--- src/rtl/svif_stim_sequencer.sv ---
// rtl/svif_stim_sequencer.sv - two-pass stimulus sweep with MISR response compaction
module svif_stim_sequencer #(
  parameter int          SIG_W      = 2,
  parameter int          OTHER_W    = 22,
  parameter int          PASS_W     = 16,
  parameter int          STEPS      = 20,
  parameter int          PASSES     = 2,
  parameter int          RST_CYCLES = 2,
  parameter logic [31:0] POLY       = 32'h04C1_1DB7,
  parameter logic [31:0] SEED       = 32'hFFFF_FFFF
) (
  input  logic               clk,
  input  logic               rst_n,
  input  logic               start,
  output logic               busy,
  output logic               done,
  output logic               dut_rst,
  output logic [SIG_W-1:0]   dut_sig,
  output logic               dut_flip,
  output logic               dut_setting,
  input  logic [OTHER_W-1:0] dut_out_other,
  input  logic [SIG_W-1:0]   dut_sig_out,
  input  logic [PASS_W-1:0]  dut_pass_through,
  input  logic [SIG_W-1:0]   dut_if_sig_out,
  output logic [31:0]        signature,
  output logic [23:0]        sample_count
);

  localparam int         SAMPLE_W  = OTHER_W + PASS_W + 2 * SIG_W;
  localparam int         NSLICE    = (SAMPLE_W + 31) / 32;
  localparam int         PAD_W     = NSLICE * 32;
  localparam logic [7:0]  RST_LAST  = 8'(RST_CYCLES - 1);
  localparam logic [15:0] STEP_LAST = 16'(STEPS - 1);
  localparam logic [7:0]  PASS_LAST = 8'(PASSES - 1);

  typedef enum logic [2:0] {
    IDLE   = 3'd0,
    RESET  = 3'd1,
    SETTLE = 3'd2,
    DRIVE  = 3'd3,
    DONE   = 3'd4
  } stateT;

  stateT             state;
  stateT             stateNext;
  logic [7:0]        rstCnt;
  logic [15:0]       stepIdx;
  logic [7:0]        passIdx;
  logic [15:0]       stepNext;
  logic [7:0]        passNext;
  logic              lastStep;
  logic              lastPass;
  logic [SAMPLE_W-1:0] sample;
  logic [PAD_W-1:0]  samplePad;
  logic [31:0]       foldVal;
  logic [31:0]       misrNext;

  // The interface setting input is never exercised by this sweep.
  assign dut_setting = 1'b0;

  assign sample    = {dut_out_other, dut_sig_out, dut_pass_through, dut_if_sig_out};
  assign samplePad = PAD_W'(sample);

  assign lastStep  = (stepIdx == STEP_LAST);
  assign lastPass  = (passIdx == PASS_LAST);
  assign stepNext  = lastStep ? 16'd0 : stepIdx + 16'd1;
  assign passNext  = lastStep ? passIdx + 8'd1 : passIdx;

  // Fold the sample down to 32 bits by XOR of 32-bit slices; top slice is zero-padded.
  always_comb begin
    foldVal = '0;
    for (int k = 0; k < NSLICE; k++) begin
      foldVal = foldVal ^ samplePad[k*32 +: 32];
    end
  end

  assign misrNext = {signature[30:0], 1'b0} ^ (signature[31] ? POLY : 32'h0) ^ foldVal;

  // State register.
  always_ff @(posedge clk or negedge rst_n) begin
    if (!rst_n) begin
      state <= IDLE;
    end else begin
      state <= stateNext;
    end
  end

  // Next-state decode; start is only honoured when no run is in flight.
  always_comb begin
    stateNext = state;
    case (state)
      IDLE, DONE: if (start) stateNext = RESET;
      RESET:      if (rstCnt == RST_LAST) stateNext = SETTLE;
      SETTLE:     stateNext = DRIVE;
      DRIVE:      if (lastStep && lastPass) stateNext = DONE;
      default:    stateNext = IDLE;
    endcase
  end

  // Registered stimulus, status, counters and MISR.
  always_ff @(posedge clk or negedge rst_n) begin
    if (!rst_n) begin
      busy         <= 1'b0;
      done         <= 1'b0;
      dut_rst      <= 1'b1;
      dut_sig      <= '0;
      dut_flip     <= 1'b0;
      signature    <= '0;
      sample_count <= '0;
      rstCnt       <= '0;
      stepIdx      <= '0;
      passIdx      <= '0;
    end else begin
      case (state)
        IDLE, DONE: begin
          if (start) begin
            done         <= 1'b0;
            busy         <= 1'b1;
            dut_rst      <= 1'b1;
            dut_sig      <= '0;
            dut_flip     <= 1'b0;
            signature    <= SEED;
            sample_count <= '0;
            rstCnt       <= '0;
            stepIdx      <= '0;
            passIdx      <= '0;
          end else if (state == DONE) begin
            busy <= 1'b0;
            done <= 1'b1;
          end
        end
        RESET: begin
          rstCnt <= rstCnt + 8'd1;
          if (rstCnt == RST_LAST) begin
            dut_rst <= 1'b0;
          end
        end
        SETTLE: begin
          dut_sig  <= '0;
          dut_flip <= 1'b0;
        end
        DRIVE: begin
          signature    <= misrNext;
          sample_count <= sample_count + 24'd1;
          stepIdx      <= stepNext;
          passIdx      <= passNext;
          // The final stimulus is left in place once the sweep ends.
          if (!(lastStep && lastPass)) begin
            dut_sig  <= SIG_W'(stepNext);
            dut_flip <= passNext[0];
          end
        end
        default: begin
          busy <= 1'b0;
        end
      endcase
    end
  end

endmodule
--- config.mk ---
export PLATFORM = sky130hd
export DESIGN_NAME = svif_stim_sequencer
export DESIGN_NICKNAME = d
export VERILOG_FILES = /design/src/rtl/svif_stim_sequencer.sv
export SDC_FILE = /design/constraint.sdc
export NUM_CORES = 1
export LEC_CHECK = 0
export BUFFER_PORTS_ARGS = -buffer_cell sky130_fd_sc_hd__buf_4
export CAP_MARGIN = 25
export CORE_UTILIZATION = 50
export CTS_CLUSTER_DIAMETER = 60
export DETAILED_ROUTE_END_ITERATION = 12
export PLACE_DENSITY = 0.76
export SYNTH_ARGS = -nofsm -noshare
export SYNTH_HDL_FRONTEND = slang
export SYNTH_SLANG_ARGS = --single-unit
--- constraint.sdc ---
create_clock -name clk -period 1.66 [get_ports clk]
set_clock_uncertainty 0.05 [all_clocks]
set_input_delay 0.083 -clock clk [delete_from_list [all_inputs] [get_ports clk]]
set_output_delay 0.083 -clock clk [all_outputs]
set_load 0.02 [all_outputs]
; ---- Yosys cells after proc, flatten, opt, wreduce, memory -nomap -nowiden
; Cells that the tools add are included.
[word_totals]
register_bits = 97
out_inout_bits = 63
elab_cells = 79
[op_classes]
add_sub_neg = 4
n_eq_ne = 13
muxes = 30
bitwise = 4
reduce_logical = 16
[op_table]
columns = cell, n
row1 = $pmux W32 S2, 1
row2 = $pmux W24 S2, 1
row3 = $mux W16, 2
row4 = $mux W32, 1
row5 = $pmux W16 S2, 1
row6 = $pmux W8 S2, 2
row7 = $xor A32 B10 Y32, 1
row8 = $xor A32 B27 Y32, 1
row9 = $xor A32 B32 Y32, 1
row10 = $mux W27, 1
row11 = $add A24 B1 Y24 const B, 1
row12 = $mux W24, 1
row13 = $add A16 B1 Y16 const B, 1
row14 = $add A8 B1 Y8 const B, 2
row15 = $eq A16 B5 Y1 const B, 1
row16 = $eq A8 B1 Y1 const B, 2
row17 = $mux W8, 2
row18 = $pmux W3 S4, 1
row19 = $reduce_and A3 Y1, 4
row20 = $ne A2 B2 Y1 const B, 5
row21 = $mux W3, 3
row22 = $mux W1, 8
row23 = $reduce_and A2 Y1, 4
row24 = $eq A3 B2 Y1 const B, 2
row25 = 14 further kinds, 18

; ---- Logic depth before layout (Yosys ltp)
[depth]
word_depth = 4
ltp_mapped = 7
depth_no_buf = 6

; ---- Worst setup path before layout
; No wires, ideal clock.
[synth_path]
path_type = register -> register
startpoint = register stepIdx[0]
endpoint = register stepIdx[10]
t_arrival_ns = 1.606
setup_slack_ns = -0.077
stages_incl_launch_ff = 7
period_less_slack_ns = 1.737
path_cell_list = dfrtp_1 ha_1 and4bb_1 and4_1 buf_6 or3_1 a31oi_1
[synth_via]
elab_chain_len = 3
elab_cells_between_ends = 4
[synth_rtl]
columns = item, line_no
row1 = start: declaration, 47  ; logic [15:0] stepIdx;
row2 = start signal: assignment, 145  ; stepIdx <= stepNext;
row3 = $add A16 B1 Y16 or $eq A16 B5 Y1 (tied branches), "66, 64"
row4 = $mux W16 (*), 66  ; assign stepNext = lastStep ? 16'd0 : stepIdx + 16'd1;
row5 = $pmux W16 S2 (*), 114  ; case (state)
; Every way passes the cells marked *; elsewhere a longest branch is shown, timed or not.
; A chain may end at the register's enable or synchronous reset.

; ---- Worst setup path after layout
[layout_path]
startpoint = register stepIdx[8]
endpoint = register passIdx[6]
[layout_via]
elab_chain_len = 3
[layout_rtl]
columns = item, line_no
row1 = $eq A16 B5 Y1, 64  ; assign lastStep = (stepIdx == STEP_LAST);
row2 = $ne A2 B2 Y1 (no source line), n/a
row3 = $reduce_and A3 Y1 (no source line), n/a
row4 = end signal: assignment, 146  ; passIdx <= passNext;
row5 = end: declaration, 48  ; logic [7:0] passIdx;
; Every way passes these cells.

==> flow_summary_export.csv <==
group,metric,value,unit
floorplanning,row_count,36,
yosys,syn_area_per_cell,9.74,µm²
floorplanning,start_util,52.1,%
job,maxCapViolCount,0,
yosys,postSynthCellCount,528,
clock_tree,clkLatencyLatePin,0.36,ns
sta,fmaxAchievable,553,MHz
final_layout,finalNonFillerCells,839,
placement,gp_congestion,0.846,
yosys,synth_warnings,0,
global_route,grtUsageTotal,26.0,%
yosys,yosysTopAreaCell,"dfrtp_1",
sta,slew_headroom,65.8,%
global_route,grt_max_degree,40,
final_layout,fill_cells,710,
clock_tree,clockBufferDepth,2,
route,drt_iter0_markers,290,
placement,dp_cells,799,
setup_path,start_kind,"flip-flop",
yosys,yosys_most_used_dff,"dfrtp_1",
sta,drv_slew,0,
floorplanning,io_pins,108,
clock_tree,cts_buffers,9,
route,via_per_inst,5.78,
power_and_ir_drop,power.leakage,3.28,nW
floorplanning,core_region_area,9860,µm²
global_route,grt_pass1_wl,21400,µm
global_route,antenna_found_initial,0,
sta,fin_ws,-0.148,ns
setup_path,criticalPathCategory,"reg -> reg",
route,avgRoutedWirePerCell,17.1,µm
yosys,synth_edf_count,0,
yosys,syn_area,5140,µm²
placement,hpwl,9290,µm
global_route,grt.overflow.total,0,
placement,io_buffers,106,
hold_path,holdCritPathClass,"in -> reg",
floorplanning,die_h,103,µm
setup_path,end_kind,"flip-flop",
sta,final-hold-violation-count,0,
final_layout,num_antenna_cells,0,
route,vias,4853,
route,antenna_left,0,
setup_path,cp_max_fo,5,
floorplanning,die_w,103,µm
setup_path,worstPathRequired,1.91,ns
route,drc,0,
final_layout,mostFrequentLayoutCells,"160 x buf_4, 95 x dfrtp_1, 49 x nand2_1, 48 x nor2_1, 45 x xnor2_1",
sta,min_period,1.81,ns
power_and_ir_drop,p_per_area,1770,nW/µm²
route,drtPass1Iterations,5,
power_and_ir_drop,ir_worst_vdd,1.19,mV
sta,fin_crit_sh,109,%
clock_tree,cts_num_sinks,97,
clock_tree,cts_tree,"done",
clock_tree,htree_num_levels,3,
yosys,synth_top_area_share,46.7,%
sta,finalSetupViolations,29,
setup_path,crit_arrival,2.06,ns
final_layout,area_growth,39.0,%
sta,rsz0062_at_grt,"true",
final_layout,final_layout_size_suffix_gt1_share,32.2,%
clock_tree,clock-root-buffer,"clkbuf_8",
outcome,violations,"setup timing",
clock_tree,cts.clk_slew.worst_paths,0.09,ns
final_layout,final_common_cell,"buf_4",
yosys,synth.area.top_cells,"dfrtp_1 47%, xnor2_1 7.7%, nand2_1 3.6%",
yosys,yosysUniqueCellTypes,56,
sta,worst_slew_pin_slew,0.514,ns
yosys,ys_seq_area_share,47.2,%
floorplanning,dieArea,10700,µm²
yosys,ys_async_sr_fraction,100,%
outcome,status,"finished with violations",
sta,tns,-2.16,ns
route,wl,14400,µm
placement,post-place-ws,-0.139,ns
global_route,grt_pass1_vias,4505,
yosys,syn-num-nets,579,
yosys,synth_seq_cells,97,
final_layout,post-route-util,72.5,%
final_layout,final_nets,752,
## synthesized netlist by cell type, types with 5 or more instances
master    number
dfrtp_1       96
nand2_1       50
nor2_1        49
xnor2_1       45
a21oi_1       34
o21ai_0       28
nand3_1       23
a31oi_1       18
nand4_1       18
mux2i_1       17
xor2_1        15
buf_2         11
nor3_1        10
and3_1         9
and4_1         9
inv_1          9
clkbuf_1       8
ha_1           6
and2_1         5
buf_6          5
## through the flow
stage	power (mW)	area, µm²	hold slack (ns)
CTS	12.1	6930	0.0251
global placement	10.2	6460	0.0303
floorplan	7.90	5150	-0.263
detailed placement	10.5	6460	0.0448
finish	12.6	7150	0.0548
global route	13.5	7150	0.0471
## registers in the layout, indices dropped and copies added, names as in the netlist, 2 cells and up
| register | flops |
|---|---|
| dut_sig | 2 |
| rstCnt | 8 |
| signature | 32 |
| stepIdx | 16 |
| state | 3 |
| sample_count | 24 |
| passIdx | 8 |
## where the power goes
part,internal (mW),switching (mW),total [mW]
logic,3.19,3.95,7.14
clock network,0.742,0.778,1.52
registers,3.18,0.801,3.98
## critical path, stage by stage (launching register included)
cell and delay [ns]:
dfrtp_1 0.41, nor4_4 0.33, nand4_1 0.26, buf_6 0.23, buf_6 0.13, nor3_2 0.18, a221o_1 0.15
## worst paths after layout
kind	startpoint	to	slack (ns)	depth (start not counted)
worst max-delay path	stepIdx[8]$_DFFE_PN0P_	passIdx[6]$_DFFE_PN0P_	-0.15	6
worst min-delay path	dut_pass_through[10]	signature[12]$_DFFE_PN0P_	0.05	4
worst max register to register	stepIdx[8]$_DFFE_PN0P_	passIdx[6]$_DFFE_PN0P_	-0.15	6
worst min register to register	sample_count[23]$_DFFE_PN0P_	sample_count[23]$_DFFE_PN0P_	0.43	1
max in group asynchronous	rst_n	signature[31]$_DFFE_PN0P_	0.79	3
min in group asynchronous	rst_n	signature[20]$_DFFE_PN0P_	0.19	2
## per-layer routing
layer	routed length [µm]	global-route usage, %	share of wire, %
met4	378	12.1	2.6
met2	7050	44.1	49
met5	0	0	0
met1	5830	32.2	41
met3	1110	4.97	7.7
## timing repair
item,4_1_cts,5_1_grt
gates cloned,1,0
hold buffers,19,0
buffers inserted,2,2
pin swaps,16,13
setup endpoints to repair,29,41
endpoints found under the hold margin,52,0
resized for setup,16,42
## kinds of logic after synthesis
logic type	after synthesis	synth area share [%]
XOR/XNOR	60	10.2
multiplexers	18	3.53
adder cells (fa/ha/maj)	6	1.46
buffers and inverters	39	4.09
other	1	0.0729
AO/OA/AOI/OAI	113	13.9
AND/OR/NAND/NOR	194	19.5
flip-flops	97	47.2
## layout make-up
class,count,area [µm²],area share [%]
timing repair buffer,192,1580,22.1
inverter,9,33.8,0.472
clock buffer,14,153,2.13
clock inverter,2,37.5,0.525
tap,133,166,2.33
sequential,97,2430,34.0
multi-input combinational,392,2750,38.4
No activity file was read; power rests on OpenSTA's default activity.
